## config.mk

```make
export PLATFORM = sky130hd
export DESIGN_NAME = adder_pipe
export DESIGN_NICKNAME = d
export VERILOG_FILES = /design/src/rtl/adder_pipe_pkg.sv /design/src/rtl/adder_slice.sv /design/src/rtl/adder_pipe.sv
export SDC_FILE = /design/constraint.sdc
export NUM_CORES = 1
export LEC_CHECK = 0
export CORE_ASPECT_RATIO = 1.5
export CORE_MARGIN = 2
export CORE_UTILIZATION = 50
export DETAILED_ROUTE_END_ITERATION = 7
export PLACE_DENSITY = 0.77
export SETUP_SLACK_MARGIN = 0.02
export SLEW_MARGIN = 10
export SYNTH_ARGS = -nofsm -noshare
export SYNTH_HDL_FRONTEND = slang
export SYNTH_HIERARCHICAL = 1
export SYNTH_SLANG_ARGS = --single-unit
```

## constraint.sdc

```tcl
create_clock -name clk -period 23 [get_ports clk]
set_input_delay 6.9 -clock clk [delete_from_list [all_inputs] [get_ports clk]]
set_output_delay 6.9 -clock clk [all_outputs]
set_load 0.01 [all_outputs]
```

## src/rtl/adder_pipe_pkg.sv

```systemverilog
// Shared definitions for the pipelined add/subtract unit:
// mode encodings and stage-count helper.
package adder_pipe_pkg;

   localparam logic ADD = 1'b0;
   localparam logic SUB = 1'b1;

   function automatic int nstg(input int width, input int chunk);
      return width / chunk;
   endfunction

endpackage

```

## src/rtl/adder_slice.sv

```systemverilog
// CHUNK-bit combinational ripple-carry adder slice.
// One instance resolves one pipeline stage of adder_pipe.
module adder_slice
   import adder_pipe_pkg::*;
#(
   parameter int CHUNK = 8
) (
   input  logic [CHUNK-1:0] a,
   input  logic [CHUNK-1:0] b,
   input  logic             cin,
   output logic [CHUNK-1:0] s,
   output logic             cout
);

   logic c;

   always_comb begin
      s = '0;
      c = cin;
      for (int i = 0; i < CHUNK; i++) begin
         s[i] = a[i] ^ b[i] ^ c;
         c    = (a[i] & b[i]) | (c & (a[i] ^ b[i]));
      end
      cout = c;
   end

endmodule

```

## src/rtl/adder_pipe.sv

```systemverilog
// Pipelined add/subtract unit: one CHUNK slice per stage, carry
// registered between stages, valid/ready with a global advance.
module adder_pipe
   import adder_pipe_pkg::*;
#(
   parameter int WIDTH = 32,
   parameter int CHUNK = 8
) (
   input  logic             clk,
   input  logic             rst,
   input  logic             in_valid,
   output logic             in_ready,
   input  logic [WIDTH-1:0] a,
   input  logic [WIDTH-1:0] b,
   input  logic             cin,
   input  logic             sub,
   output logic             out_valid,
   input  logic             out_ready,
   output logic [WIDTH-1:0] s,
   output logic             cout,
   output logic             ovf
);

   localparam int NSTG = nstg(WIDTH, CHUNK);
   localparam int L    = NSTG - 1;

   logic             adv;
   logic             vr [NSTG];
   logic             cr [NSTG];
   logic [WIDTH-1:0] ar [NSTG];
   logic [WIDTH-1:0] br [NSTG];
   logic [WIDTH-1:0] sr [NSTG];

   logic             vi [NSTG];
   logic             ci [NSTG];
   logic             co [NSTG];
   logic [WIDTH-1:0] ai [NSTG];
   logic [WIDTH-1:0] bi [NSTG];
   logic [WIDTH-1:0] pi [NSTG];
   logic [WIDTH-1:0] sn [NSTG];

   assign adv      = !vr[L] || out_ready;
   assign in_ready = adv;

   for (genvar k = 0; k < NSTG; k++) begin : g_stg
      localparam logic [WIDTH-1:0] MASK =
         WIDTH'({CHUNK{1'b1}}) << (k * CHUNK);

      logic [CHUNK-1:0] ps;

      if (k == 0) begin : g_in
         assign vi[k] = in_valid;
         assign ai[k] = a;
         assign bi[k] = (sub == SUB) ? ~b : b;
         assign ci[k] = (sub == SUB) ? 1'b1 : cin;
         assign pi[k] = '0;
      end else begin : g_mid
         assign vi[k] = vr[k-1];
         assign ai[k] = ar[k-1];
         assign bi[k] = br[k-1];
         assign ci[k] = cr[k-1];
         assign pi[k] = sr[k-1];
      end

      adder_slice #(
         .CHUNK(CHUNK)
      ) u_slice (
         .a   (ai[k][k*CHUNK +: CHUNK]),
         .b   (bi[k][k*CHUNK +: CHUNK]),
         .cin (ci[k]),
         .s   (ps),
         .cout(co[k])
      );

      // merge this slice into the lower sums already resolved
      assign sn[k] = (pi[k] & ~MASK)
                   | ((WIDTH'(ps) << (k * CHUNK)) & MASK);
   end

   always_ff @(posedge clk) begin
      if (rst) begin
         for (int i = 0; i < NSTG; i++) begin
            vr[i] <= 1'b0;
            cr[i] <= 1'b0;
            ar[i] <= '0;
            br[i] <= '0;
            sr[i] <= '0;
         end
      end else if (adv) begin
         for (int i = 0; i < NSTG; i++) begin
            vr[i] <= vi[i];
            cr[i] <= co[i];
            ar[i] <= ai[i];
            br[i] <= bi[i];
            sr[i] <= sn[i];
         end
      end
   end

   assign out_valid = vr[L];
   assign s         = sr[L];
   assign cout      = cr[L];
   assign ovf       = (ar[L][WIDTH-1] == br[L][WIDTH-1])
                   && (sr[L][WIDTH-1] != ar[L][WIDTH-1]);

endmodule

```

Word level (Yosys, flattened, before mapping)

Memories as Yosys holds them, arrays and structs flattened.
Cells that the tools add are included.

Memories: 5
Input port bits: 70
Bits in registers: 0
Memory bits (writable): 392
Output and inout port bits: 36

Muxes and demuxes: 27
Eq/ne operators: 2
Bitwise operators: 184
Reductions and logical operators: 3

Memories:

| name | depth | bits a word | read ports | clocked after memory_dff | wr ports | line             | text |
|---|---|---|---|---|---|---|---|
| ar   | 4     | 32          | 4          | 0                        | 4        | adder_pipe.sv:30 | `logic [WIDTH-1:0] ar [NSTG];` |
| br   | 4     | 32          | 4          | 0                        | 4        | adder_pipe.sv:31 | `logic [WIDTH-1:0] br [NSTG];` |
| sr   | 4     | 32          | 4          | 0                        | 4        | adder_pipe.sv:32 | `logic [WIDTH-1:0] sr [NSTG];` |
| cr   | 4     | 1           | 4          | 0                        | 4        | adder_pipe.sv:29 | `logic cr [NSTG];` |
| vr   | 4     | 1           | 4          | 0                        | 4        | adder_pipe.sv:28 | `logic vr [NSTG];` |

Operators by type and width:

| cell                                           | count |
|---|---|
| 32-bit two-way mux                             | 13 |
| 1-bit bitwise AND                              | 64 |
| 1-bit XOR                                      | 64 |
| 1-bit bitwise OR                               | 52 |
| 32-bit NOT                                     | 1 |
| 24-bit by 32-bit bitwise OR with 32-bit output | 1 |
| 32-bit by 16-bit bitwise OR with 32-bit output | 1 |
| 32-bit by 24-bit bitwise OR with 32-bit output | 1 |
| 1-bit two-way mux                              | 14 |
| 1-bit equality test                            | 1 |
| 1-bit logical AND                              | 1 |
| 1-bit zero test                                | 1 |
| 1-bit logical OR                               | 1 |
| 1-bit inequality test                          | 1 |

Logic depth before layout (Yosys ltp)

Word-level depth: 20
Mapped depth: 16
Mapped depth without buffers: 14

Cells and area by module

The synthesis kept the hierarchy.

By module, submodules not included:

| module      | area each (um^2) | cells each | instances |
|---|---|---|---|
| adder_pipe  | 8,172.8          | 457        | 1 |
| adder_slice | 197.7            | 18         | 4 |

Worst setup path after synthesis

Ideal clock, no wire load.

Path kind: input port to output port
Start point: input out_ready
End point: output in_ready
Required time: 16,100 ps
Cell stages on the path: 5
Path buffers: 3
Data arrival time: 7,496 ps
Path slack: 8,604 ps
Cell sequence: nor2b_1 -> buf_6 -> buf_6 -> buf_6 -> inv_1

Longest elaborated chain between the ends: 1

RTL lines:

| element            | line             | text |
|---|---|---|
| start: declaration | adder_pipe.sv:18 | `input logic out_ready,` |
| 1-bit logical OR   | adder_pipe.sv:42 | `assign adv = !vr[L] \|\| out_ready;` |
| end: declaration   | adder_pipe.sv:12 | `output logic in_ready,` |

Every way passes these cells.

Worst setup path in the final report

Same ends and word-level chain as after synthesis.

==> flow_metrics.tcl <==
set metrics [dict create \
    outcome "completed" \
    cp-startpoint "out_ready" \
    drv_cap 0 \
    filler_cell_count 1329 \
    cts_num_sinks 186 \
    ys_seq_area_share_pct 62.3 \
    cell_accounting_for_the_most_synthesized_area "edfxtp_1" \
    synth_area_leaders "edfxtp_1 62%, nor3b_2 14%, fa_1 7.1%" \
    hold_class "reg2reg" \
    total_number_of_placement_rows 60 \
    globalplace.congestion 0.794 \
    place_inst 808 \
    cp_data_required_time_ns 16.10 \
    clock_latency_ns 0.42 \
    via_per_inst 4.99 \
    ys_types 19 \
    synthesis.area_per_instance_um2 16.9 \
    fp.coreArea_mm2 0.0178 \
    power.ir.vdd_worst_mv 0.0435 \
    antenna_found_initial 0 \
    syn-cell-area_mm2 0.00896 \
    path_clk_slew_ns 0.07 \
    yosys.area.top_type_share_pct 62.3 \
    final_period_utilization_pct 67.3 \
    cts.root.buffer_cell "clkbuf_16" \
    ys_seq_elements 186 \
    start_kind "primary input" \
    timing.final.setup_violations 0 \
    pre_antenna_drt_iters 4 \
    postCtsSetupRepairBufs 0 \
    flow.area_growth_from_synthesis_pct 17.8 \
    hpwl_mm 7.38 \
    floorplan.initialDensity_pct 50.4 \
    wire_per_inst_um 15.2 \
    finalWorstPathRequiredPeriod_ns 15.48 \
    fp.dieArea_mm2 0.0190 \
    p_per_area_mw_per_mm2 71.5 \
    arrival_time_reported_for_the_critical_path_endpoint_ns 8.58 \
    worstReg2RegStart "ar[2][24]$_SDFFCE_PN0P_" \
    slew_headroom_pct 22.5 \
    p_switching_mw 0.169 \
    netSwitchingFraction_pct 22.4 \
    cts-root-to-sink-buffers 2 \
    worstSetupPathType "in2out" \
    tns_ns 0 \
    cellLeakagePower_nw 4.01 \
    drc_errors 0 \
    antenna-diode-count 0 \
    timing.critical_path.fanout_max 19 \
    cellInternalPower_mw 0.586 \
    final_common_cell "edfxtp_1" \
    worst_setup_path_end_kind "primary output" \
    fmaxAchievable_mhz 64.6 \
    dr_vias 4191 \
    layout.cells.most_common_list "186 x edfxtp_1, 103 x clkdlybuf4s50_1, 100 x nor3b_2" \
    synthesis.nets 631 \
    grt_first_pass_wirelength_mm 21.6 \
    ant_nets 0 \
    cts_made_buffers 17 \
    grt_setup_unrepaired "no" \
    ioPinCount 106 \
    postRouteWirelength_mm 12.8 \
    timing_max_transition_violations_final 0 \
    cts_tree "built" \
    power.share.clock_pct 36.1 \
    cts-hold-fix-buffers 0 \
    grt_max_degree 171 \
    die_w_um 113 \
    hold_path.startpoint "br[1][30]$_SDFFCE_PN0P_" \
    cts_resized 0 \
    seqPwrFrac_pct 53.9 \
    die_h_um 168 \
    final_net_count 712 \
    drtIter0Drc 327 \
    overflow 0 \
    port_buffers 105 \
    ctsHtreeMaxLevel 4 \
    vias_in_the_first_global_route 4224 \
    globalRouteTotalUtil_pct 14.3 \
    comb_power_share_pct 10.0 \
    finish.cell_count_without_fillers 840 \
    post_route_cells_drive_above_1_share_pct 25.4 \
    hold_viol_final 0 \
    finalClockSkew_ns 0.00667 \
    netlist_instances 529 \
    actual_transition_at_the_worst_max_transition_pin_ns 1.16 \
    synth_warnings 6 \
]
routing by layer:
| metal | vias to the layer above | share of wire, % | GRT usage (%) |
|---|---|---|---|
| met4 | 0 | 2.2 | 5.83 |
| li1 | 2056 | - | - |
| met5 | - | 0 | 0 |
| met2 | 92 | 49 | 21.5 |
| met1 | 2026 | 46 | 20.3 |
| met3 | 17 | 3.2 | 3.06 |
power groups by stage:
stage / combinational (mW) / sequential, mW / clock [mW]
2_1_floorplan: 0.0477 / 0.415 / 0
3_3_place_gp: 0.0738 / 0.414 / 0
3_5_place_dp: 0.0755 / 0.415 / 0
4_1_cts: 0.0766 / 0.408 / 0.279
5_1_grt: 0.0838 / 0.410 / 0.293
6_report: 0.0755 / 0.407 / 0.273
critical path, stage by stage:
cell and delay (ns):
clkdlybuf4s50_1 0.45, nor2b_4 0.60, inv_1 0.11, clkdlybuf4s50_1 0.51
Yosys cell counts, drive strengths merged:
master and number:
clkbuf 6, edfxtp 186, o22ai 1, xnor2 24, nor3 24, fa 32
xor2 8, or2 1, buf 40, nand2b 2, nor3b 162, inv 41
nand2 1, nor2b 1
cell families (layout without fill, tap and decap cells):
family                     Yosys count  count (layout)  synth area share (%)
and+or+nand+nor                    191             191                  21.9
DFF                                186             186                  62.3
buffers and inverters               87             181                  5.47
adders and majority gates           32              32                  7.15
xor gates and xnor gates            32              32                  3.13
AOI/OAI and AO/OA                    1               1                0.0698
metrics by stage:
step / hold slack, ns / setup slack (ns) / total power, mW / util [%] / area [um^2]
after global placement: 0.544 / 7.53 / 0.488 / 56.2 / 10000
after global routing: 0.588 / 7.45 / 0.786 / 59.4 / 10600
after floorplan: 0.537 / 8.60 / 0.462 / - / 8960
after detailed placement: 0.547 / 7.51 / 0.490 / 56.2 / 10000
after CTS: 0.566 / 7.50 / 0.763 / 59.4 / 10600
final: 0.565 / 7.52 / 0.755 / 59.4 / 10600
final timing paths:
check | endpoint | slack [ns] | depth (start not counted)
setup / recovery | in_ready | 7.52 | 4
hold / removal | br[2][30]$_SDFFCE_PN0P_ | 0.56 | 1
setup reg to reg | sr[3][31]$_SDFFCE_PN0P_ | 18.98 | 13
hold reg to reg | br[2][30]$_SDFFCE_PN0P_ | 0.56 | 1
registers in the layout (all words and copies together), names as in the netlist:
signal	count
cr	4
sr	80
br	49
vr	4
ar	49
area by class of cell:
cell class,instances,area (um^2),area share (%)
Sequential cell,186,5590,52.9
Multi-Input combinational cell,256,2900,27.5
Clock inverter,15,138,1.30
Timing Repair Buffer,108,1080,10.3
Inverter,41,154,1.46
Clock buffer,17,425,4.03
Tap cell,217,272,2.57
Power figures use the tool's default switching activity.
==> RTL change, RTL diff (same settings) <==
`CHUNK` is set to 8 in 2 places; all go to 4.
--- a/src/rtl/adder_slice.sv
+++ b/src/rtl/adder_slice.sv
@@ -3,7 +3,7 @@
 module adder_slice
    import adder_pipe_pkg::*;
 #(
-   parameter int CHUNK = 8
+   parameter int CHUNK = 4
 ) (
    input  logic [CHUNK-1:0] a,
    input  logic [CHUNK-1:0] b,
--- a/src/rtl/adder_pipe.sv
+++ b/src/rtl/adder_pipe.sv
@@ -4,7 +4,7 @@
    import adder_pipe_pkg::*;
 #(
    parameter int WIDTH = 32,
-   parameter int CHUNK = 8
+   parameter int CHUNK = 4
 ) (
    input  logic             clk,
    input  logic             rst,
Check against the original RTL: not equivalent (Yosys sat finds a counterexample within 10 cycles, from zero or initial values).
==> RTL change against the original RTL <==
- wire length increased by 72%
- sequential cell count increased by 200
- fmax decreased by 0.72%
- synthesized area increased by 95%
- final area increased by 87%
- total power increased by 92%
- synthesized cell count increased by 90%
- worst setup slack got worse by 110 ps
- first-iteration DRC count increased by 72%
- highest routed layer unchanged
==> RTL change: results <==
<?xml version="1.0" encoding="UTF-8"?>
<metrics>
  <group name="run_status">
    <metric name="run_status" unit="">complete, no violations</metric>
  </group>
  <group name="power_and_ir_drop">
    <metric name="static-leakage-power" unit="nW">7.63</metric>
    <metric name="pg_comb" unit="mW">0.0681</metric>
    <metric name="switching_share" unit="%">19.2</metric>
    <metric name="pwr.group.clock" unit="mW">0.582</metric>
  </group>
  <group name="placement">
    <metric name="placed_area" unit="mm²">0.0186</metric>
    <metric name="dpl_worst_slack" unit="ps">7410</metric>
    <metric name="gpl.final_weighted_congestion" unit="">0.697</metric>
    <metric name="detailedPlacementHpwl" unit="mm">11.4</metric>
    <metric name="placedCellCount" unit="">1506</metric>
  </group>
  <group name="setup_path">
    <metric name="timing.critical_path.fanout_max" unit="">48</metric>
    <metric name="worst_r2r_path_depth" unit="">5</metric>
    <metric name="register_to_register_setup_slack" unit="ps">19370</metric>
    <metric name="critical_path.slowest_cell" unit="">sky130_fd_sc_hd__buf_4</metric>
    <metric name="arrival" unit="ps">8690</metric>
  </group>
  <group name="yosys">
    <metric name="synth_top_cells_by_count" unit="">sky130_fd_sc_hd__edfxtp_1 (386), sky130_fd_sc_hd__nor3b_2 (240), sky130_fd_sc_hd__inv_1 (81)</metric>
    <metric name="syn_area_cell" unit="µm²">17.4</metric>
    <metric name="synth_area_leaders" unit="">sky130_fd_sc_hd__edfxtp_1 (66%), sky130_fd_sc_hd__nor3b_2 (17%), sky130_fd_sc_hd__fa_1 (3.7%)</metric>
    <metric name="yosysSeqAreaShare" unit="%">66.2</metric>
    <metric name="mappedNetlistNets" unit="">1107</metric>
    <metric name="number_of_unique_standard_cell_types_used_by_synthesis" unit="">20</metric>
  </group>
  <group name="final_layout">
    <metric name="regArea" unit="mm²">0.0116</metric>
    <metric name="layout.filler_cells" unit="">2580</metric>
    <metric name="design.final.nets" unit="">1180</metric>
  </group>
  <group name="route">
    <metric name="viasPerCell" unit="">4.78</metric>
    <metric name="drt_iter0_drc" unit="">564</metric>
  </group>
  <group name="global_routing">
    <metric name="grt_pass1_vias" unit="">7702</metric>
    <metric name="grt_first_pass_wirelength" unit="mm">37.9</metric>
  </group>
  <group name="timing">
    <metric name="fin_worst_skew" unit="ps">7.74</metric>
  </group>
  <group name="cts">
    <metric name="cts_max_level" unit="">2</metric>
    <metric name="cts_buffer_depth" unit="">3</metric>
    <metric name="clock_insertion_delay_at_the_later_pin_of_the_skew_report" unit="ps">510</metric>
  </group>
</metrics>
-- RTL change: cell count changes in the layout (fill, tap and decap cells not counted), sizes merged, moves of 9 or more --
cell,delta
inv,+34
buf,+9
nor2b,+74
nor3b,+122
clkbuf,+25
edfxtp,+200
clkinv,+9
-- RTL change: layout make-up --
type,instances,area share [%]
clock buffer,43,4.79
clock inverter,20,1.01
inverter,81,1.54
multi-input combinational,456,25.3
sequential,386,58.6
tap,467,2.95
timing repair buffer,116,5.85
-- RTL change: worst paths after layout --
kind / end / startpoint
worst min-delay path: sr[1][98]$_SDFFCE_PP0P_ / sr[1][66]$_SDFFCE_PP0P_
worst max register to register: sr[1][39]$_SDFFCE_PN0P_ / vr[1][3]$_SDFFCE_PP0P_
worst min register to register: sr[1][98]$_SDFFCE_PP0P_ / sr[1][66]$_SDFFCE_PP0P_
worst max-delay path: in_ready / out_ready
-- RTL change: worst reg2reg max path, cell delays in order, from the launching register on --
cell and delay [ps]:
sky130_fd_sc_hd__edfxtp_1 380, sky130_fd_sc_hd__nor2b_4 140, sky130_fd_sc_hd__buf_4 330, sky130_fd_sc_hd__nand2b_4 560, sky130_fd_sc_hd__buf_4 770, sky130_fd_sc_hd__buf_4 960
-- RTL change: layer usage --
metal	share of wire [%]	wire length [µm]	track usage, %	vias to the layer above
met3	3.7	812	2.39	36
met5	0	0	0	-
met2	49	10900	20.4	123
li1	-	-	-	3739
met4	2.4	527	4.56	0
met1	45	9790	17.2	3597
-- RTL change: kinds of logic after synthesis --
| family | after synthesis | synth area share (%) |
|---|---|---|
| AO/OA/AOI/OAI | 1 | 0.0358 |
| XOR/XNOR | 32 | 1.60 |
| adder cells (fa/ha/maj) | 32 | 3.66 |
| buffers and inverters | 163 | 5.30 |
| flip-flops | 386 | 66.2 |
| AND/OR/NAND/NOR | 391 | 23.2 |
